## src/rtl/serial_adder.sv

```systemverilog
// Bit-serial WIDTH-bit adder: one bit pair per cycle, LSB first, with a start/done handshake.
module serial_adder #(
  parameter int unsigned WIDTH = 8
) (
  input  logic             clk,
  input  logic             rst,
  input  logic             start,
  input  logic [WIDTH-1:0] a,
  input  logic [WIDTH-1:0] b,
  output logic             busy,
  output logic             done,
  output logic [WIDTH-1:0] sum,
  output logic             cout
);

  localparam int unsigned CNT_W = (WIDTH > 1) ? $clog2(WIDTH) : 1;
  localparam logic [CNT_W-1:0] LAST_CNT = CNT_W'(WIDTH - 1);

  typedef enum logic [1:0] {
    S_IDLE = 2'd0,
    S_RUN  = 2'd1,
    S_DONE = 2'd2
  } state_e;

  state_e             state_q, state_d;
  logic [WIDTH-1:0]   a_sh_q, a_sh_d;
  logic [WIDTH-1:0]   b_sh_q, b_sh_d;
  logic               c_q, c_d;
  logic [CNT_W-1:0]   cnt_q, cnt_d;
  logic [WIDTH-1:0]   sum_q, sum_d;
  logic               cout_q, cout_d;
  logic               busy_q, busy_d;
  logic               done_q, done_d;

  // 1-bit slice: full adder from two half-adder stages
  logic ha0_s, ha0_c, ha1_c, bit_s, carry_nx;
  assign ha0_s    = a_sh_q[0] ^ b_sh_q[0];
  assign ha0_c    = a_sh_q[0] & b_sh_q[0];
  assign bit_s    = ha0_s ^ c_q;
  assign ha1_c    = ha0_s & c_q;
  assign carry_nx = ha0_c | ha1_c;

  // Partial sum word including the bit being produced this cycle
  logic [WIDTH-1:0] sum_shift_c;

  generate
    if (WIDTH > 1) begin : g_sh
      // Bits already produced; the newest enters at the MSB and moves toward the LSB
      logic [WIDTH-2:0] sum_sh_q, sum_sh_d;

      assign sum_shift_c = {bit_s, sum_sh_q};

      // Shift the sum register only while running; reload clears on accept
      always_comb begin
        sum_sh_d = sum_sh_q;
        if (state_q == S_IDLE && start) begin
          sum_sh_d = '0;
        end else if (state_q == S_RUN) begin
          sum_sh_d = sum_shift_c[WIDTH-1:1];
        end
      end

      // Sum shift register
      always_ff @(posedge clk) begin
        if (rst) begin
          sum_sh_q <= '0;
        end else begin
          sum_sh_q <= sum_sh_d;
        end
      end
    end else begin : g_no_sh
      assign sum_shift_c = bit_s;
    end
  endgenerate

  // Next-state, datapath and registered-output logic
  always_comb begin
    state_d = state_q;
    a_sh_d  = a_sh_q;
    b_sh_d  = b_sh_q;
    c_d     = c_q;
    cnt_d   = cnt_q;
    sum_d   = sum_q;
    cout_d  = cout_q;

    unique case (state_q)
      S_IDLE: begin
        if (start) begin
          state_d = S_RUN;
          a_sh_d  = a;
          b_sh_d  = b;
          c_d     = 1'b0;
          cnt_d   = '0;
        end
      end
      S_RUN: begin
        a_sh_d = a_sh_q >> 1;
        b_sh_d = b_sh_q >> 1;
        c_d    = carry_nx;
        cnt_d  = cnt_q + CNT_W'(1);
        if (cnt_q == LAST_CNT) begin
          state_d = S_DONE;
          sum_d   = sum_shift_c;
          cout_d  = carry_nx;
        end
      end
      S_DONE: begin
        state_d = S_IDLE;
      end
      default: begin
        state_d = S_IDLE;
      end
    endcase

    busy_d = (state_d == S_RUN);
    done_d = (state_d == S_DONE);
  end

  // State and datapath registers
  always_ff @(posedge clk) begin
    if (rst) begin
      state_q <= S_IDLE;
      a_sh_q  <= '0;
      b_sh_q  <= '0;
      c_q     <= 1'b0;
      cnt_q   <= '0;
      sum_q   <= '0;
      cout_q  <= 1'b0;
      busy_q  <= 1'b0;
      done_q  <= 1'b0;
    end else begin
      state_q <= state_d;
      a_sh_q  <= a_sh_d;
      b_sh_q  <= b_sh_d;
      c_q     <= c_d;
      cnt_q   <= cnt_d;
      sum_q   <= sum_d;
      cout_q  <= cout_d;
      busy_q  <= busy_d;
      done_q  <= done_d;
    end
  end

  assign busy = busy_q;
  assign done = done_q;
  assign sum  = sum_q;
  assign cout = cout_q;

endmodule

```

## config.mk

```make
export PLATFORM = sky130hd
export DESIGN_NAME = serial_adder
export DESIGN_NICKNAME = d
export VERILOG_FILES = /design/src/rtl/serial_adder.sv
export SDC_FILE = /design/constraint.sdc
export NUM_CORES = 1
export LEC_CHECK = 0
export ABC_AREA = 1
export BUFFER_PORTS_ARGS = -buffer_cell sky130_fd_sc_hd__buf_4
export CAP_MARGIN = 20
export CORE_MARGIN = 2
export CORE_UTILIZATION = 45
export CTS_BUF_LIST = sky130_fd_sc_hd__clkbuf_4 sky130_fd_sc_hd__clkbuf_8 sky130_fd_sc_hd__clkbuf_16
export CTS_CLUSTER_DIAMETER = 200
export DETAILED_ROUTE_END_ITERATION = 16
export PLACE_DENSITY_LB_ADDON = 0.15
export SKIP_LAST_GASP = 1
export SYNTH_ARGS = -nofsm -noshare
export SYNTH_HDL_FRONTEND = slang
export SYNTH_SLANG_ARGS = --single-unit
```

## constraint.sdc

```tcl
create_clock -name clk -period 1.3 [get_ports clk]
set_clock_uncertainty 0.15 [all_clocks]
set_input_delay 0.065 -clock clk [delete_from_list [all_inputs] [get_ports clk]]
set_output_delay 0.065 -clock clk [all_outputs]
set_load 0.1 [all_outputs]
```

==> results.ini, run 1 <==
[setup_path]
timing.rr.end=g_sh.sum_sh_q[6]
arrival_ns=1.35
worst_setup_path_start_kind=flop
slowest_stage=fa_1
cpPeakStageDelay_ns=0.58
critPathBufInv=0
critPathTopFamily=adder cells
worstRegToRegCells=3
end_kind=flop
worstPathCellList=fa_1 > nand2_2 > a21oi_2
crit_required_ns=1.38
regToRegSetupSlack_ns=0.03
rr_startpoint=c_q
crit_path_max_fanout=2
crit_type=reg2reg

[route]
viasPerCell=4.73
totalWireLength_um=4120
final_antenna_net_count=0
wire_per_inst_um=11.4
route.vias.total=1707
first_pass_iters=4
drtIter0Drc=73
drc=0

[clocking]
path_clk_slew_ns=0.08
worstSkewPairLatency_ns=0.30
clockBufferDepth=2
root_buffer=clkbuf_8
cts_max_level=2
clock_sinks=40
cts_buffers=5
cts_tree=built
cts_setup_buffers=0

[sta]
hold_viol=0
relSlewSlack_pct=72.2
tightest_slew_ns=0.416
finalSetupTns_ns=0
grt_setup_unrepaired=true
fin_hold_ws_ns=0.000667
drv_slew=0
period_share_pct=97.9
clock.fmax_mhz=786
setup_viol=0
min_period_ns=1.27

[finish]
layout-area-overhead-vs-synth_pct=37.6
drive_above_1_share_pct=31.5
design_area_sq_um=2560
final_common_cell=nand2_1
nets=332
fillCellCount=370
final_cell_mix=nand2_1, nand3_1, buf_4
fin_cells=361
diodes=0

[hold_path]
hp-start=rst
min_to=sum[5]
min_path_cells=4
min_path_type=in2reg

[floorplanning]
top_level_ports=30
fp.dieH_um=68.3
die-area_sq_um=4660
core_area_sq_um=4000
rows=23
die_w_um=68.3
start_util_pct=46.5

[place]
placed_cell_area_sq_um=2210
gp_congestion=0.824
dp_cells=335
numPortBuffers=29
place_hpwl_um=2770

[global_routing]
grt_pass1_wl_um=6920
antenna_found_initial=0
grt-ovfl-total=0
grt_pass1_vias=1579
grt_max_degree=17
grt_util_all_layers_pct=19.9

[pwr]
vdd_ir_drop_max_uv=736
p_total_w=0.00268
power.leakage_nw=1.21
power_density_nw_per_um2=1050

[yosys]
synth_ff_type=dfxtp_1
synthSimpleGateAreaFrac_pct=35.5
synth_top_family_by_area=simple AND/OR/NAND/NOR gates
yosys_warnings=0
synth-seq-cells=40
synth.avg_cell_area_sq_um=7.38
syn_inst=252
synth-adder-area-share_pct=2.42
synth_xor_area_share_pct=0
synth_fp_nets=274
synthArstFlopShare_pct=0
synth-edff-count=0
synth_mux_area_share_pct=0
synthDistinctLibCells=21
synth-compound-area-share_pct=5.79
ys_seq_area_share_pct=43.1
synthesis.area_sq_um=1860

[outcome]
outcome=finished, final reports clean

[flow_run]
maxCapViolCount=0

worst reg2reg max path: cells and delay by family (launching register included):
family | cells | cell delay, ns
compound gates | 1 | 0.10
fa+ha+maj | 1 | 0.58
flops | 1 | 0.33
simple gates | 1 | 0.06
final cells by class:
type                            instances  area [sq um]  share of cell area, %
Multi-Input combinational cell        163           867                   33.9
Inverter                               35           136                   5.33
Timing Repair Buffer                   65           578                   22.6
Tap cell                               50          62.6                   2.44
Clock buffer                            6          82.6                   3.23
Sequential cell                        40           817                   31.9
Clock inverter                          2          15.0                  0.587
routing by layer:
layer  part of all wire (%)  global-route usage [%]
met3                    5.1                    6.25
met5                      0                       0
met2                     49                    34.5
met4                    1.2                    6.75
met1                     45                    22.9
synthesized netlist by cell type, types with 2 or more instances:
cell      count  area share (%)
nor3_1       14             3.8
dfxtp_1      40              43
nand3_1      43              12
nand2_4       2             1.2
a21oi_1      10             2.7
inv_2         4            0.81
a21oi_2       6             2.8
ha_1          2             1.3
nor2_1       14             2.8
buf_4         3             1.2
inv_1        30             6.1
nand2_1      58              12
buf_6         3             1.8
buf_2         7             1.9
nand3b_1      2            0.81
nand2_2       9             3.0
kinds of logic after synthesis:
group / after synthesis
compound gates: 17
fa+ha+maj: 3
buf+inv: 49
flops: 40
simple gates: 143
registers in the layout, indices dropped and copies added, names as in the netlist:
signal         cells
c_q                1
sum                8
done               1
cnt_q              3
a_sh_q             8
b_sh_q             8
busy               1
state_q            2
cout               1
g_sh.sum_sh_q      7
metrics by stage:
step | util [%] | setup slack, ns
global placement | 55.3 | -0.0140
global route | 64.0 | -0.0503
finish | 64.0 | 0.0275
floorplan | - | 0.0487
detailed placement | 55.3 | -0.0478
CTS | 62.8 | 0.00341
repair_timing:
| action | CTS | global route |
|---|---|---|
| hold endpoints to repair | 22 | 0 |
| gates cloned | 0 | 0 |
| endpoints found under the setup margin | 23 | 35 |
| hold buffers | 18 | 0 |
| resized for setup | 7 | 10 |
| pin swaps | 3 | 2 |
where the power goes:
| part | leakage [nW] | internal (W) | switching (W) | total [W] |
|---|---|---|---|---|
| clock network | 0.0434 | 0.000430 | 0.000453 | 0.000883 |
| logic | 0.830 | 0.000230 | 0.000256 | 0.000487 |
| registers | 0.333 | 0.00128 | 0.0000242 | 0.00131 |
| total | 1.21 | 0.00194 | 0.000734 | 0.00268 |
worst max-delay path by stage:
stage,endpoint,start,depth (start not counted)
6_report,g_sh.sum_sh_q[6],c_q,3
5_1_grt,sum[1],cnt_q[1],6
4_1_cts,sum[5],cnt_q[0],6
3_5_place_dp,sum[5],cnt_q[0],6
3_3_place_gp,sum[0],cnt_q[0],5
2_1_floorplan,sum[7],cnt_q[0],6
Power figures use the tool's default switching activity.
==> inputs of run 2 (changes only) <==
--- a/config.mk
+++ b/config.mk
@@ -9,11 +9,11 @@
 export BUFFER_PORTS_ARGS = -buffer_cell sky130_fd_sc_hd__buf_4
 export CAP_MARGIN = 20
 export CORE_MARGIN = 2
-export CORE_UTILIZATION = 45
+export CORE_UTILIZATION = 50
 export CTS_BUF_LIST = sky130_fd_sc_hd__clkbuf_4 sky130_fd_sc_hd__clkbuf_8 sky130_fd_sc_hd__clkbuf_16
 export CTS_CLUSTER_DIAMETER = 200
 export DETAILED_ROUTE_END_ITERATION = 16
-export PLACE_DENSITY_LB_ADDON = 0.15
+export PLACE_DENSITY = 0.75
 export SKIP_LAST_GASP = 1
 export SYNTH_ARGS = -nofsm -noshare
 export SYNTH_HDL_FRONTEND = slang
==> run 2 against run 1 <==
  * Sequential share of layout area down 1.3 points
  * Via count rose by 5.2%
  * Core utilization up 10 points
  * Routed wire length grew 7.3%
  * Global-route usage increased by 2.3 points
  * Worst hold slack better by 0.045 ns
  * Critical path depth unchanged
  * First-iteration DRC count grew 120%
  * Clock-buffer cell count did not move
  * Combinational power grew 12%
  * Non-clock buffer count rose by 5
  * Critical path type unchanged
  * Critical endpoint unchanged
  * Largest cell class unchanged
  * Largest power group unchanged
  * Highest routed layer unchanged
==> results.ini, run 2 (synthesis gave the netlist of run 1 again) <==
[outcome]
outcome=finished, final reports clean  ; unchanged

[sta]
finalSetupTns_ns=0  ; unchanged
setup_viol=0  ; unchanged
drv_slew=0  ; unchanged
clock.fmax_mhz=773  ; was 786 MHz
min_period_ns=1.29  ; was 1.27 ns
hold_viol=0  ; unchanged
period_share_pct=99.5  ; was 97.9%
tightest_slew_ns=0.396  ; was 0.416 ns
grt_setup_unrepaired=true  ; unchanged
relSlewSlack_pct=73.5  ; was 72.2%

[route]
viasPerCell=4.92  ; was 4.73
first_pass_iters=4  ; unchanged
drtIter0Drc=161  ; was 73
totalWireLength_um=4430  ; was 4120 um
route.vias.total=1796  ; was 1707
wire_per_inst_um=12.1  ; was 11.4 um
final_antenna_net_count=0  ; unchanged
drc=0  ; unchanged

[pwr]
p_total_w=0.00287  ; was 0.00268 W
vdd_ir_drop_max_uv=613  ; was 736 uV
power_density_nw_per_um2=1080  ; was 1050 nW/um^2
power.leakage_nw=1.26  ; was 1.21 nW

[clocking]
path_clk_slew_ns=0.08  ; about the same
root_buffer=clkbuf_8  ; unchanged
worstSkewPairLatency_ns=0.29  ; was 0.30 ns
cts_buffers=5  ; unchanged
cts_tree=built  ; unchanged
clock_sinks=40  ; unchanged
cts_max_level=2  ; unchanged
clockBufferDepth=2  ; unchanged

[global_routing]
grt_pass1_vias=1687  ; was 1579
antenna_found_initial=0  ; unchanged
grt_pass1_wl_um=7330  ; was 6920 um
grt_util_all_layers_pct=22.2  ; was 19.9%
grt-ovfl-total=0  ; unchanged
grt_max_degree=18  ; was 17

[floorplanning]
rows=22  ; was 23
die-area_sq_um=4220  ; was 4660 sq um
fp.dieH_um=65.0  ; was 68.3 um
top_level_ports=30  ; unchanged
core_area_sq_um=3610  ; was 4000 sq um
start_util_pct=51.6  ; was 46.5%
die_w_um=65.0  ; was 68.3 um

[finish]
layout-area-overhead-vs-synth_pct=43.8  ; was 37.6%
utilization_pct=74.1  ; was 64.0%
diodes=0  ; unchanged
nets=338  ; was 332
drive_above_1_share_pct=33.8  ; was 31.5%
final_common_cell=nand2_1  ; unchanged
final_cell_mix=nand2_1, buf_4, nand3_1  ; was nand2_1, nand3_1, buf_4

[setup_path]
crit_type=reg2reg  ; unchanged
worst_setup_path_start_kind=flop  ; unchanged
end_kind=flop  ; unchanged
crit_path_max_fanout=2  ; unchanged
arrival_ns=1.37  ; was 1.35 ns
crit_required_ns=1.38  ; about the same

[hold_path]
min_path_type=in2reg  ; unchanged

[place]
gp_congestion=0.782  ; was 0.824
place_hpwl_um=2710  ; was 2770 um
numPortBuffers=29  ; unchanged

[flow_run]
maxCapViolCount=0  ; unchanged

run 2: cell count changes in the layout (fill, tap and decap cells not counted), moves of 2 or more:
| cell | before | now |
|---|---|---|
| buf_4 | 42 | 45 |
| buf_12 | 3 | 5 |
| dfxtp_2 | 10 | 14 |
| dfxtp_1 | 29 | 26 |
run 2: metrics by stage:
| stage | instances | setup WS (ns) | hold WS (ns) | instance area, sq um |
|---|---|---|---|---|
| 2_1_floorplan | 252 | 0.0487 | 0.0556 | 1870 |
| 3_3_place_gp | 332 | -0.0000254 | 0.143 | 2210 |
| 3_5_place_dp | 332 | -0.0474 | 0.153 | 2210 |
| 4_1_cts | 362 | 0.00232 | 0.0412 | 2580 |
| 5_1_grt | 365 | -0.0412 | 0.0575 | 2670 |
| 6_report | 365 | 0.00646 | 0.0458 | 2670 |
run 2: worst paths after layout:
| path | start | end | slack, ns | cells after the start |
|---|---|---|---|---|
| max | c_q | g_sh.sum_sh_q[6] | 0.006 | 3 |
| min reg2reg | sum[0] | sum[0] | 0.32 | 2 |
| max reg2reg | c_q | g_sh.sum_sh_q[6] | 0.006 | 3 |
| min | start | b_sh_q[3] | 0.05 | 4 |
run 2: per-layer routing:
layer  GRT usage [%]  share of wire [%]  vias to the layer above
met5               0                  0                        -
met4            10.4                2.0                        0
met3            6.25                4.3                       11
met2            36.0                 49                       38
met1            27.1                 44                      827
li1                -                  -                      920
run 2: layout make-up:
type | instances | area, sq um
Clock buffer | 6 | 76.3
Clock inverter | 2 | 35.0
Fill cell | 252 | 932
Inverter | 35 | 139
Multi-Input combinational cell | 163 | 883
Sequential cell | 40 | 818
Tap cell | 48 | 60.1
Timing Repair Buffer | 70 | 654
Timing Repair inverter | 1 | 7.51
run 2: repair_timing:
| item | CTS | global route |
|---|---|---|
| pin swaps | 2 | 6 |
| buffers inserted | 3 | 2 |
| hold endpoints to repair | 22 | 0 |
| cloned | 1 | 1 |
| gates resized for setup | 8 | 14 |
| hold buffers | 18 | 0 |
| setup endpoints to repair | 13 | 33 |
run 2: critical path, cell delays in order, from the launching register on:
cell and delay, ns:
dfxtp_2 0.33, fa_1 0.59, nand2_2 0.06, a21oi_2 0.10
run 2: where the power goes:
group / leakage, nW / internal, W / total, W / switching, W
Sequential: 0.334 / 0.00128 / 0.00131 / 0.0000256
Combinational: 0.872 / 0.000267 / 0.000546 / 0.000279
Clock: 0.0586 / 0.000591 / 0.00102 / 0.000429
Total: 1.26 / 0.00214 / 0.00287 / 0.000733
==> inputs of run 3 (changes only) <==
==> config.mk (replaced) <==
export PLATFORM = sky130hd
export DESIGN_NAME = serial_adder
export DESIGN_NICKNAME = d
export VERILOG_FILES = /design/src/rtl/serial_adder.sv
export SDC_FILE = /design/constraint.sdc
export NUM_CORES = 1
export LEC_CHECK = 0
export BUFFER_PORTS_ARGS = -buffer_cell sky130_fd_sc_hd__buf_4
export CAP_MARGIN = 20
export CORE_MARGIN = 2
export CORE_UTILIZATION = 48
export CTS_BUF_LIST = sky130_fd_sc_hd__clkbuf_4 sky130_fd_sc_hd__clkbuf_8 sky130_fd_sc_hd__clkbuf_16
export CTS_CLUSTER_DIAMETER = 200
export DETAILED_ROUTE_END_ITERATION = 16
export PLACE_DENSITY = 0.73
export SKIP_LAST_GASP = 1
export SLEW_MARGIN = 10
export SYNTH_ARGS = -nofsm -noshare
export SYNTH_HDL_FRONTEND = slang
export SYNTH_SLANG_ARGS = --single-unit
==> run 3 against run 2 <==
  * Routed wire length is 6.0% lower
  * Core utilization grew 3.1 points
  * The run now ends with setup timing left
  * Area after synthesis is 14% lower
  * Worst setup slack worse by 0.087 ns
  * Critical path depth is 3 higher
  * Sequential share of layout area rose by 3.7 points
  * Register-to-register slack got worse by 0.09 ns
  * Global-route usage up 0.14 points
  * First-iteration DRC count fell by 39%
  * Critical path type unchanged
==> results.ini, run 3 <==
[yosys]
synth-seq-cells=40  ; unchanged
yosysMostFrequentCell=dfxtp_1  ; was nand2_1
synth_common_cells=dfxtp_1, nand2_1, nor2_1  ; was nand2_1, nand3_1, dfxtp_1
synth_fp_nets=195  ; was 274
synth.avg_cell_area_sq_um=9.21  ; was 7.38 sq um
synthArstFlopShare_pct=0  ; unchanged
synthesis.area_sq_um=1590  ; was 1860 sq um
synthDistinctLibCells=22  ; was 21
synth_area_leaders=dfxtp_1, mux2i_1, a211oi_1, nand2_1, nor2_1  ; was dfxtp_1, nand2_1, nand3_1, inv_1, nor3_1
post-synth-top-area-cell=dfxtp_1  ; unchanged
syn_inst=173  ; was 252
synth_ff_type=dfxtp_1  ; unchanged
netlist.area_leader.share_pct=50.3  ; was 43.1%
ys_seq_area_share_pct=50.3  ; was 43.1%
synth-edff-count=0  ; unchanged
yosys_warnings=0  ; unchanged

[sta]
grt_setup_unrepaired=true  ; unchanged
worst_slack_ns=-0.0807  ; was 0.00646 ns
fin_hold_ws_ns=0.315  ; was 0.0458 ns
hold_viol=0  ; unchanged
relSlewSlack_pct=81.5  ; was 73.5%
min_period_ns=1.38  ; was 1.29 ns
drv_slew=0  ; unchanged
clock.fmax_mhz=724  ; was 773 MHz
setup_viol=13  ; was 0
tightest_slew_ns=0.280  ; was 0.396 ns
period_share_pct=106  ; was 99.5%

[clocking]
cts_max_level=2  ; unchanged
cts_buffers=5  ; unchanged
cts_tree=built  ; unchanged
path_clk_slew_ns=0.13  ; was 0.08 ns
root_buffer=clkbuf_4  ; was clkbuf_8
clock_sinks=40  ; unchanged
clockBufferDepth=2  ; unchanged
worstSkewPairLatency_ns=0.36  ; was 0.29 ns

[global_routing]
grt-ovfl-total=0  ; unchanged
grt_pass1_vias=1422  ; was 1687
grt_util_all_layers_pct=22.3  ; was 22.2%
antenna_found_initial=0  ; unchanged
grt_pass1_wl_um=6080  ; was 7330 um
grt_max_degree=29  ; was 18

[route]
drtIter0Drc=98  ; was 161
totalWireLength_um=4160  ; was 4430 um
viasPerCell=5.42  ; was 4.92
final_antenna_net_count=0  ; unchanged
wire_per_inst_um=15.2  ; was 12.1 um
drc=0  ; unchanged
route.vias.total=1480  ; was 1796
first_pass_iters=6  ; was 4

[floorplanning]
start_util_pct=51.3  ; was 51.6%
top_level_ports=30  ; unchanged
die_w_um=61.6  ; was 65.0 um
core_area_sq_um=3100  ; was 3610 sq um
rows=20  ; was 22
fp.dieH_um=61.6  ; was 65.0 um
die-area_sq_um=3800  ; was 4220 sq um

[setup_path]
regToRegSetupSlack_ns=-0.08  ; was 0.006 ns
worst_setup_path_start_kind=flop  ; unchanged
path_common_cell=ha_4
end_kind=flop  ; unchanged
crit_type=reg2reg  ; unchanged
worstPathCellList=ha_4 > ha_4 > nand3b_1 > buf_6 > nand2_2 > a21oi_2  ; was fa_1 > nand2_2 > a21oi_2
cpPeakStageDelay_ns=0.36  ; was 0.59 ns
crit_path_max_fanout=6  ; was 2
timing.rr.end=cout  ; was g_sh.sum_sh_q[6]
worstRegToRegCells=6  ; was 3
rr_startpoint=cnt_q[0]  ; was c_q
slowest_stage=dfxtp_2  ; was fa_1
crit_required_ns=1.44  ; was 1.38 ns
arrival_ns=1.52  ; was 1.37 ns

[pwr]
power_density_nw_per_um2=1210  ; was 1080 nW/um^2
p_sw_w=0.000636  ; was 0.000733 W
power.leakage_nw=0.965  ; was 1.26 nW
p_total_w=0.00290  ; was 0.00287 W
p_clk_share_pct=41.9  ; was 35.5%
internal-power_w=0.00226  ; was 0.00214 W
seqPwrFrac_pct=45.3  ; was 45.6%
switching_share_pct=22.0  ; was 25.5%
vdd_ir_drop_max_uv=972  ; was 613 uV
p_comb_share_pct=12.8  ; was 19.0%

[place]
gp_congestion=0.722  ; was 0.782
placed_cell_area_sq_um=1900  ; was 2210 sq um
place_hpwl_um=2180  ; was 2710 um
numPortBuffers=29  ; unchanged

[hold_path]
min_path_type=reg2reg  ; was in2reg
min_to=sum[1]  ; was b_sh_q[3]
hp-start=sum[1]  ; was start
min_path_cells=2  ; was 4

[finish]
design_area_sq_um=2400  ; was 2670 sq um
nets=250  ; was 338
diodes=0  ; unchanged
drive_above_1_share_pct=41.0  ; was 33.8%
fillCellCount=214  ; was 252
layout-area-overhead-vs-synth_pct=50.5  ; was 43.8%
final_cell_mix=buf_4, dfxtp_1, nor2_1  ; was nand2_1, buf_4, nand3_1
final_common_cell=buf_4  ; was nand2_1

[outcome]
violations=setup timing
outcome=complete, but fails checks  ; was finished, final reports clean

[flow_run]
maxCapViolCount=0  ; unchanged

[run 3: how the worst max path moves through the flow]
stage | endpoint | startpoint | cells after the start
after floorplan | cout | cnt_q[0] | 6
after global placement | a_sh_q[0] | state_q[1] | 4
after detailed placement | sum[6] | cnt_q[0] | 6
after CTS | sum[6] | cnt_q[1] | 6
after global routing | cout | cnt_q[1] | 6
final | cout | cnt_q[0] | 6
[run 3: kinds of logic after synthesis]
group / Yosys count / synth area share (%)
AO/OA/AOI/OAI: 36 / 14.5
flip-flops: 40 / 50.3
buffers and inverters: 16 / 5.66
multiplexers: 16 / 10.1
AND/OR/NAND/NOR: 62 / 16.7
adder cells (fa/ha/maj): 3 / 2.83
[run 3: layer usage]
metal / vias up / wire (um) / track usage (%)
met1: 715 / 1660 / 25.5
met2: 45 / 2190 / 38.9
li1: 710 / - / -
met5: - / 0 / 0
met3: 10 / 208 / 7.77
met4: 0 / 104 / 7.29
[run 3: power by group through the flow]
stage	Clock, W	Combinational, W	Sequential [W]
final	0.00121	0.000370	0.00131
after global routing	0.00128	0.000400	0.00132
after CTS	0.00123	0.000323	0.00131
after detailed placement	0	0.000273	0.00133
after global placement	0	0.000264	0.00133
after floorplan	0	0.000166	0.00134
[run 3: area by class of cell]
| type | instances | area (sq um) | area share, % |
|---|---|---|---|
| multi-input combinational | 118 | 828 | 34.6 |
| sequential | 40 | 822 | 34.3 |
| timing repair buffer | 62 | 561 | 23.4 |
| clock inverter | 3 | 90.1 | 3.76 |
| tap | 44 | 55.1 | 2.30 |
| clock buffer | 5 | 37.5 | 1.57 |
| inverter | 1 | 3.75 | 0.157 |
[run 3: repair_timing]
item,CTS,global route
hold buffers,18,0
setup buffers,0,2
pin swaps,16,17
gates resized for setup,18,18
setup endpoints to repair,28,37
hold endpoints to repair,28,0
gates cloned,1,2
[run 3: stage by stage]
step | util (%) | setup TNS (ns) | setup WS (ns) | instances
after global placement | 61.4 | -0.0304 | -0.0116 | 242
after detailed placement | 61.4 | -0.871 | -0.0705 | 242
after floorplan | - | -0.0460 | -0.00671 | 173
final | 77.3 | -0.668 | -0.0807 | 273
after global routing | 77.3 | -2.02 | -0.137 | 273
after CTS | 73.7 | -0.378 | -0.0564 | 269
[run 3: critical path, delay by kind of cell, from the launching register on]
| family | cells | cell delay, ns |
|---|---|---|
| AND/OR/NAND/NOR | 2 | 0.21 |
| adder cells (fa/ha/maj) | 2 | 0.32 |
| buffers and inverters | 1 | 0.16 |
| flip-flops | 1 | 0.36 |
| AO/OA/AOI/OAI | 1 | 0.12 |
